`config.mk`:
```
export PLATFORM = sky130hd
export DESIGN_NAME = adc_serial_capture
export DESIGN_NICKNAME = d
export VERILOG_FILES = /design/src/rtl/adc_serial_capture.sv
export SDC_FILE = /design/constraint.sdc
export NUM_CORES = 1
export LEC_CHECK = 0
export CAP_MARGIN = 20
export CORE_MARGIN = 1.5
export CORE_UTILIZATION = 38
export CTS_CLUSTER_DIAMETER = 200
export CTS_CLUSTER_SIZE = 40
export DETAILED_ROUTE_END_ITERATION = 10
export GPL_ROUTABILITY_DRIVEN = 0
export SLEW_MARGIN = 40
export SYNTH_ARGS = -nofsm -noshare
export SYNTH_HDL_FRONTEND = slang
export SYNTH_SLANG_ARGS = --single-unit
export TNS_END_PERCENT = 10
```
`constraint.sdc`:
```
create_clock -name fpga_clk_i -period 1.7 [get_ports fpga_clk_i]
set_clock_uncertainty 0.2 [all_clocks]
set_input_delay 0.34 -clock fpga_clk_i [delete_from_list [all_inputs] [get_ports fpga_clk_i]]
set_output_delay 0.34 -clock fpga_clk_i [all_outputs]
set_load 0.005 [all_outputs]
```
`src/rtl/adc_serial_capture.sv`:
```
// Multi-channel serial ADC capture: one shared CS/SCLK pair, one data line per channel,
// enabled-channel samples presented as a packed word on a valid/ready stream.
module adc_serial_capture #(
  parameter int NUM_CH     = 2,
  parameter int FRAME_BITS = 16,
  parameter int DATA_MSB   = 13,
  parameter int DATA_LSB   = 2,
  parameter int SCLK_DIV   = 2,
  parameter int CS_SETUP   = 2,
  parameter int CYCLE_CNT  = 100,
  localparam int DW        = DATA_MSB - DATA_LSB + 1
) (
  input  logic                 fpga_clk_i,
  input  logic                 reset_n_i,
  input  logic [NUM_CH-1:0]    en_i,
  input  logic                 mode_i,
  input  logic                 trigger_i,
  output logic                 busy_o,
  output logic [NUM_CH*DW-1:0] m_data_o,
  output logic                 m_valid_o,
  input  logic                 m_ready_i,
  output logic                 overrun_o,
  input  logic                 clr_ovr_i,
  input  logic [NUM_CH-1:0]    sdata_i,
  output logic                 sclk_o,
  output logic                 cs_o
);

  localparam int SW = $clog2(CS_SETUP + 1);
  localparam int VW = $clog2(SCLK_DIV + 1);
  localparam int BW = $clog2(FRAME_BITS + 1);
  localparam int PW = $clog2(CYCLE_CNT + 1);
  localparam logic [SW-1:0] SETUP_LAST  = SW'(CS_SETUP - 1);
  localparam logic [VW-1:0] DIV_LAST    = VW'(SCLK_DIV - 1);
  localparam logic [BW-1:0] BITS_ALL    = BW'(FRAME_BITS);
  localparam logic [PW-1:0] PERIOD_LOAD = PW'(CYCLE_CNT - 1);

  typedef enum logic [1:0] {IDLE, SETUP, SHIFT, DONE} state_t;
  state_t state, state_d;

  logic [SW-1:0]               setup_cnt;
  logic [VW-1:0]               div_cnt;
  logic [BW-1:0]               bit_cnt;
  logic [PW-1:0]               period_cnt;
  logic [NUM_CH-1:0]           en_mask;
  // Bits above DATA_MSB fall off the top; bit 0 is always the last bit received.
  logic [NUM_CH-1:0][DATA_MSB:0] shreg;
  logic [NUM_CH*DW-1:0]        frame_data;
  logic start, setup_end, sclk_rise, sclk_fall, frame_end, accept, drop;

  always_comb begin
    state_d   = state;
    start     = 1'b0;
    setup_end = 1'b0;
    sclk_rise = 1'b0;
    sclk_fall = 1'b0;
    frame_end = 1'b0;
    unique case (state)
      IDLE: if ((mode_i ? trigger_i : (period_cnt == '0)) && (en_i != '0)) begin
        start   = 1'b1;
        state_d = SETUP;
      end
      SETUP: if (setup_cnt == SETUP_LAST) begin
        setup_end = 1'b1;
        state_d   = SHIFT;
      end
      SHIFT: if (div_cnt == DIV_LAST) begin
        if (!sclk_o) begin
          sclk_rise = 1'b1;
        end else if (bit_cnt == BITS_ALL) begin
          frame_end = 1'b1;
          state_d   = DONE;
        end else begin
          sclk_fall = 1'b1;
        end
      end
      DONE:    state_d = IDLE;
      default: state_d = IDLE;
    endcase
  end

  always_comb begin
    frame_data = '0;
    for (int k = 0; k < NUM_CH; k++) begin
      if (en_mask[k]) frame_data[k*DW +: DW] = shreg[k][DATA_MSB:DATA_LSB];
    end
  end

  // Stream: a word transfers on a cycle with m_valid_o && m_ready_i; while valid and not
  // ready the word is frozen, and a frame finishing then is dropped and flagged as overrun.
  assign accept = (state == DONE) && (!m_valid_o || m_ready_i);
  assign drop   = (state == DONE) && m_valid_o && !m_ready_i;

  always_ff @(posedge fpga_clk_i or negedge reset_n_i) begin
    if (!reset_n_i) state <= IDLE;
    else            state <= state_d;
  end

  always_ff @(posedge fpga_clk_i or negedge reset_n_i) begin
    if (!reset_n_i) begin
      cs_o       <= 1'b1;
      sclk_o     <= 1'b1;
      busy_o     <= 1'b0;
      setup_cnt  <= '0;
      div_cnt    <= '0;
      bit_cnt    <= '0;
      period_cnt <= '0;
      en_mask    <= '0;
      shreg      <= '0;
      m_data_o   <= '0;
      m_valid_o  <= 1'b0;
      overrun_o  <= 1'b0;
    end else begin
      busy_o <= (state_d != IDLE);

      if (start)                   period_cnt <= PERIOD_LOAD;
      else if (period_cnt != '0)   period_cnt <= period_cnt - 1'b1;

      if (start) begin
        en_mask   <= en_i;
        setup_cnt <= '0;
        cs_o      <= 1'b0;
      end else if (state == SETUP) begin
        setup_cnt <= setup_cnt + 1'b1;
      end

      if (setup_end) begin
        sclk_o  <= 1'b0;
        div_cnt <= '0;
        bit_cnt <= '0;
      end else if (state == SHIFT) begin
        div_cnt <= (div_cnt == DIV_LAST) ? '0 : div_cnt + 1'b1;
      end

      if (sclk_rise) begin
        sclk_o  <= 1'b1;
        bit_cnt <= bit_cnt + 1'b1;
        for (int k = 0; k < NUM_CH; k++) shreg[k] <= {shreg[k][DATA_MSB-1:0], sdata_i[k]};
      end
      if (sclk_fall) sclk_o <= 1'b0;
      if (frame_end) cs_o <= 1'b1;

      if (accept) begin
        m_data_o  <= frame_data;
        m_valid_o <= 1'b1;
      end else if (m_ready_i) begin
        m_valid_o <= 1'b0;
      end

      if (drop)           overrun_o <= 1'b1;
      else if (clr_ovr_i) overrun_o <= 1'b0;
    end
  end

endmodule

```
==> flow_summary.json <==
{
  "layout_setup_ws_ps": -51.5,
  "fin_util_pct": 50.3,
  "remaining_drc_errors": 0,
  "post-route-period-util_pct": 103,
  "yosys_warnings": 0,
  "dr.pass1.iters": 4,
  "synth_nets": 366,
  "placed_area_um2": 3950,
  "pwr-share-comb_pct": 13.7,
  "crit_family": "simple AND/OR/NAND/NOR gates",
  "worstSetupPathType": "reg2reg",
  "ctsHtreeMaxLevel": 3,
  "drive_gt1_share_pct": 14.0,
  "grt_max_degree": 49,
  "required_ps": 1720,
  "critical_path.slowest_cell": "dfrtp_1",
  "syn_area_um2": 3240,
  "core_area_um2": 8260,
  "nets": 423,
  "routed_wl_um": 6270,
  "synth_seq_cells": 77,
  "fp.dieH_um": 95.4,
  "worstMarginPinSlew_ps": 505,
  "yosysSeqAreaShare_pct": 59.5,
  "vias": 2457,
  "via_per_inst": 4.74,
  "grt_pass1_vias": 2374,
  "final_common_cell": "nand2_1",
  "hpwl_um": 4270,
  "rows": 33,
  "clockPowerShare_pct": 36.9,
  "p_leak_uw": 0.00204,
  "crit_chain": "inv_2 > ha_4 > nor4b_4 > and2_4 > o21ai_4 > mux2_4",
  "p_int_uw": 3160,
  "status": "finished with violations",
  "start_util_pct": 39.3,
  "grtUsageTotal_pct": 15.5,
  "ioPinCount": 39,
  "netSwitchingPower_uw": 1030,
  "maxCapViolCount": 0,
  "cts-buffers-inserted": 9,
  "cts_tree": "built",
  "finalSetupViolCount": 2,
  "root_buffer": "clkbuf_8",
  "dieArea_um2": 9100,
  "cp-startpoint": "period_cnt[0]",
  "setup-tns-final_ps": -101,
  "synthFlopType": "dfrtp_1",
  "antenna_found_initial": 0,
  "dr.first_iter.drc_count": 91,
  "irDropWorstVdd_mv": 0.614,
  "grt_pass1_wl_um": 11000,
  "end_kind": "register",
  "synth.distinct_cells": 36,
  "slew_headroom_pct": 66.4,
  "ant_nets": 0,
  "seqPwrFrac_pct": 49.5,
  "grt.overflow.total": 0,
  "rsz0062_at_grt": "yes",
  "cts_max_path_buffers": 2,
  "syn_inst": 351,
  "netSwitchingFraction_pct": 24.7,
  "postSynthAreaPerCell_um2": 9.24,
  "clk_pin_slew_ps": 70,
  "synth_edf_count": 0,
  "violations": "negative setup slack",
  "syn_to_final_growth_pct": 28.2,
  "period_minus_slack_ps": 1750,
  "final_area_um2": 4160,
  "synthArstFlopShare_pct": 100,
  "crit_fanout": 3,
  "io_buffers": 38,
  "finalHoldViolCount": 0,
  "final_max_slew_viol_count": 0,
  "numClockSinks": 77,
  "worstSkewPairLatency_ps": 340,
  "start_kind": "register",
  "die_width_um": 95.4,
  "n_antenna_cell": 0,
  "arrival_ps": 1770,
  "routedWlPerCell_um": 12.1,
  "fmax_mhz": 571,
  "hold_class": "in2async",
  "power_density_nw_per_um2": 1010,
  "r2r-start": "period_cnt[0]",
  "slowest_delay_ps": 410,
  "worst-path-buf-inv": 1,
  "final_cell_mix": "nand2_1 (147), dfrtp_1 (73), dlygate4sd2_1 (29)"
}
==> sequential cells by signal (all words and copies together), names as in the netlist <==
| register | count |
|---|---|
| sclk_o | 1 |
| m_data_o | 24 |
| bit_cnt | 5 |
| m_valid_o | 1 |
| state | 2 |
| en_mask | 2 |
| div_cnt | 2 |
| overrun_o | 1 |
| setup_cnt | 2 |
| cs_o | 1 |
| shreg | 28 |
| busy_o | 1 |
| period_cnt | 7 |
==> stage by stage <==
stage	instances	hold WS, ps	setup slack [ps]	total power (µW)
final	518	261	-51.5	4190
after global routing	518	292	-148	4380
after CTS	518	258	-55.4	4220
after detailed placement	501	85.4	-415	2670
after global placement	501	85.2	-402	2650
after floorplan	351	-156	-17.0	2390
==> logic make-up (layout without fill, tap and decap cells) <==
| kind of cell | count (synthesis) | count (layout) | synth area share (%) |
|---|---|---|---|
| AO/OA/AOI/OAI | 46 | 46 | 8.60 |
| XOR/XNOR | 1 | 1 | 0.270 |
| adder cells (fa/ha/maj) | 5 | 5 | 1.93 |
| buffers and inverters | 27 | 89 | 3.55 |
| flip-flops | 77 | 77 | 59.5 |
| multiplexers | 2 | 2 | 0.694 |
| AND/OR/NAND/NOR | 193 | 193 | 25.5 |
==> power groups by stage <==
stage | Combinational, µW | Sequential [µW] | Clock [µW]
2_1_floorplan | 307 | 2080 | 0
3_3_place_gp | 549 | 2100 | 0
3_5_place_dp | 570 | 2100 | 0
4_1_cts | 572 | 2070 | 1580
5_1_grt | 644 | 2090 | 1650
6_report | 573 | 2070 | 1540
==> Yosys cell counts, types with 2 or more instances <==
cell type	number	share of area, %
nand2_1	147	17
dfrtp_1	75	58
o21ai_0	28	4.3
nand3_1	17	2.6
inv_1	10	1.2
buf_2	8	1.2
clkbuf_1	8	0.93
nor2_1	6	0.69
ha_1	5	1.9
nand2b_1	5	0.96
a21oi_1	3	0.46
nor3_1	3	0.46
o21ai_1	3	0.46
o22ai_1	3	0.58
and2_1	2	0.39
dfstp_2	2	1.6
mux2_1	2	0.69
nand3b_1	2	0.46
nor4_1	2	0.39
o211ai_1	2	0.46
or2_2	2	0.39
or3_1	2	0.39
==> path summary, 6_finish.rpt <==
kind / endpoint / slack [ps] / cells after the start
max: en_mask[0] / -50 / 6
min: m_data_o[7] / 260 / 2
max reg2reg: en_mask[0] / -50 / 6
min reg2reg: cs_o / 270 / 2
max in group asynchronous: cs_o / 510 / 3
min in group fpga_clk_i: cs_o / 270 / 2
==> metal layers <==
metal	wire [µm]	track usage, %	up-vias	part of all wire [%]
met1	3240	21.8	1154	52
met5	0	0	-	0
met3	155	2.87	8	2.5
met2	2800	23.7	34	45
met4	78	5.88	0	1.2
li1	-	-	1261	-
==> cell type report <==
| type | instances | area, µm² |
|---|---|---|
| fillers | 793 | 4100 |
| clock inverters | 4 | 70.1 |
| repair buffers | 63 | 586 |
| multi-input cells | 247 | 1250 |
| inverters | 10 | 37.5 |
| well taps | 105 | 131 |
| clock buffers | 12 | 155 |
| flip-flops and latches | 77 | 1930 |
==> repair_timing <==
item,4_1_cts,5_1_grt
pin swaps,4,1
hold endpoints to repair,24,0
hold buffers,1,0
endpoints found under the setup margin,36,15
resized for setup,29,5
buffers inserted,0,0
Note: power is estimated with default switching activity, not from simulation.
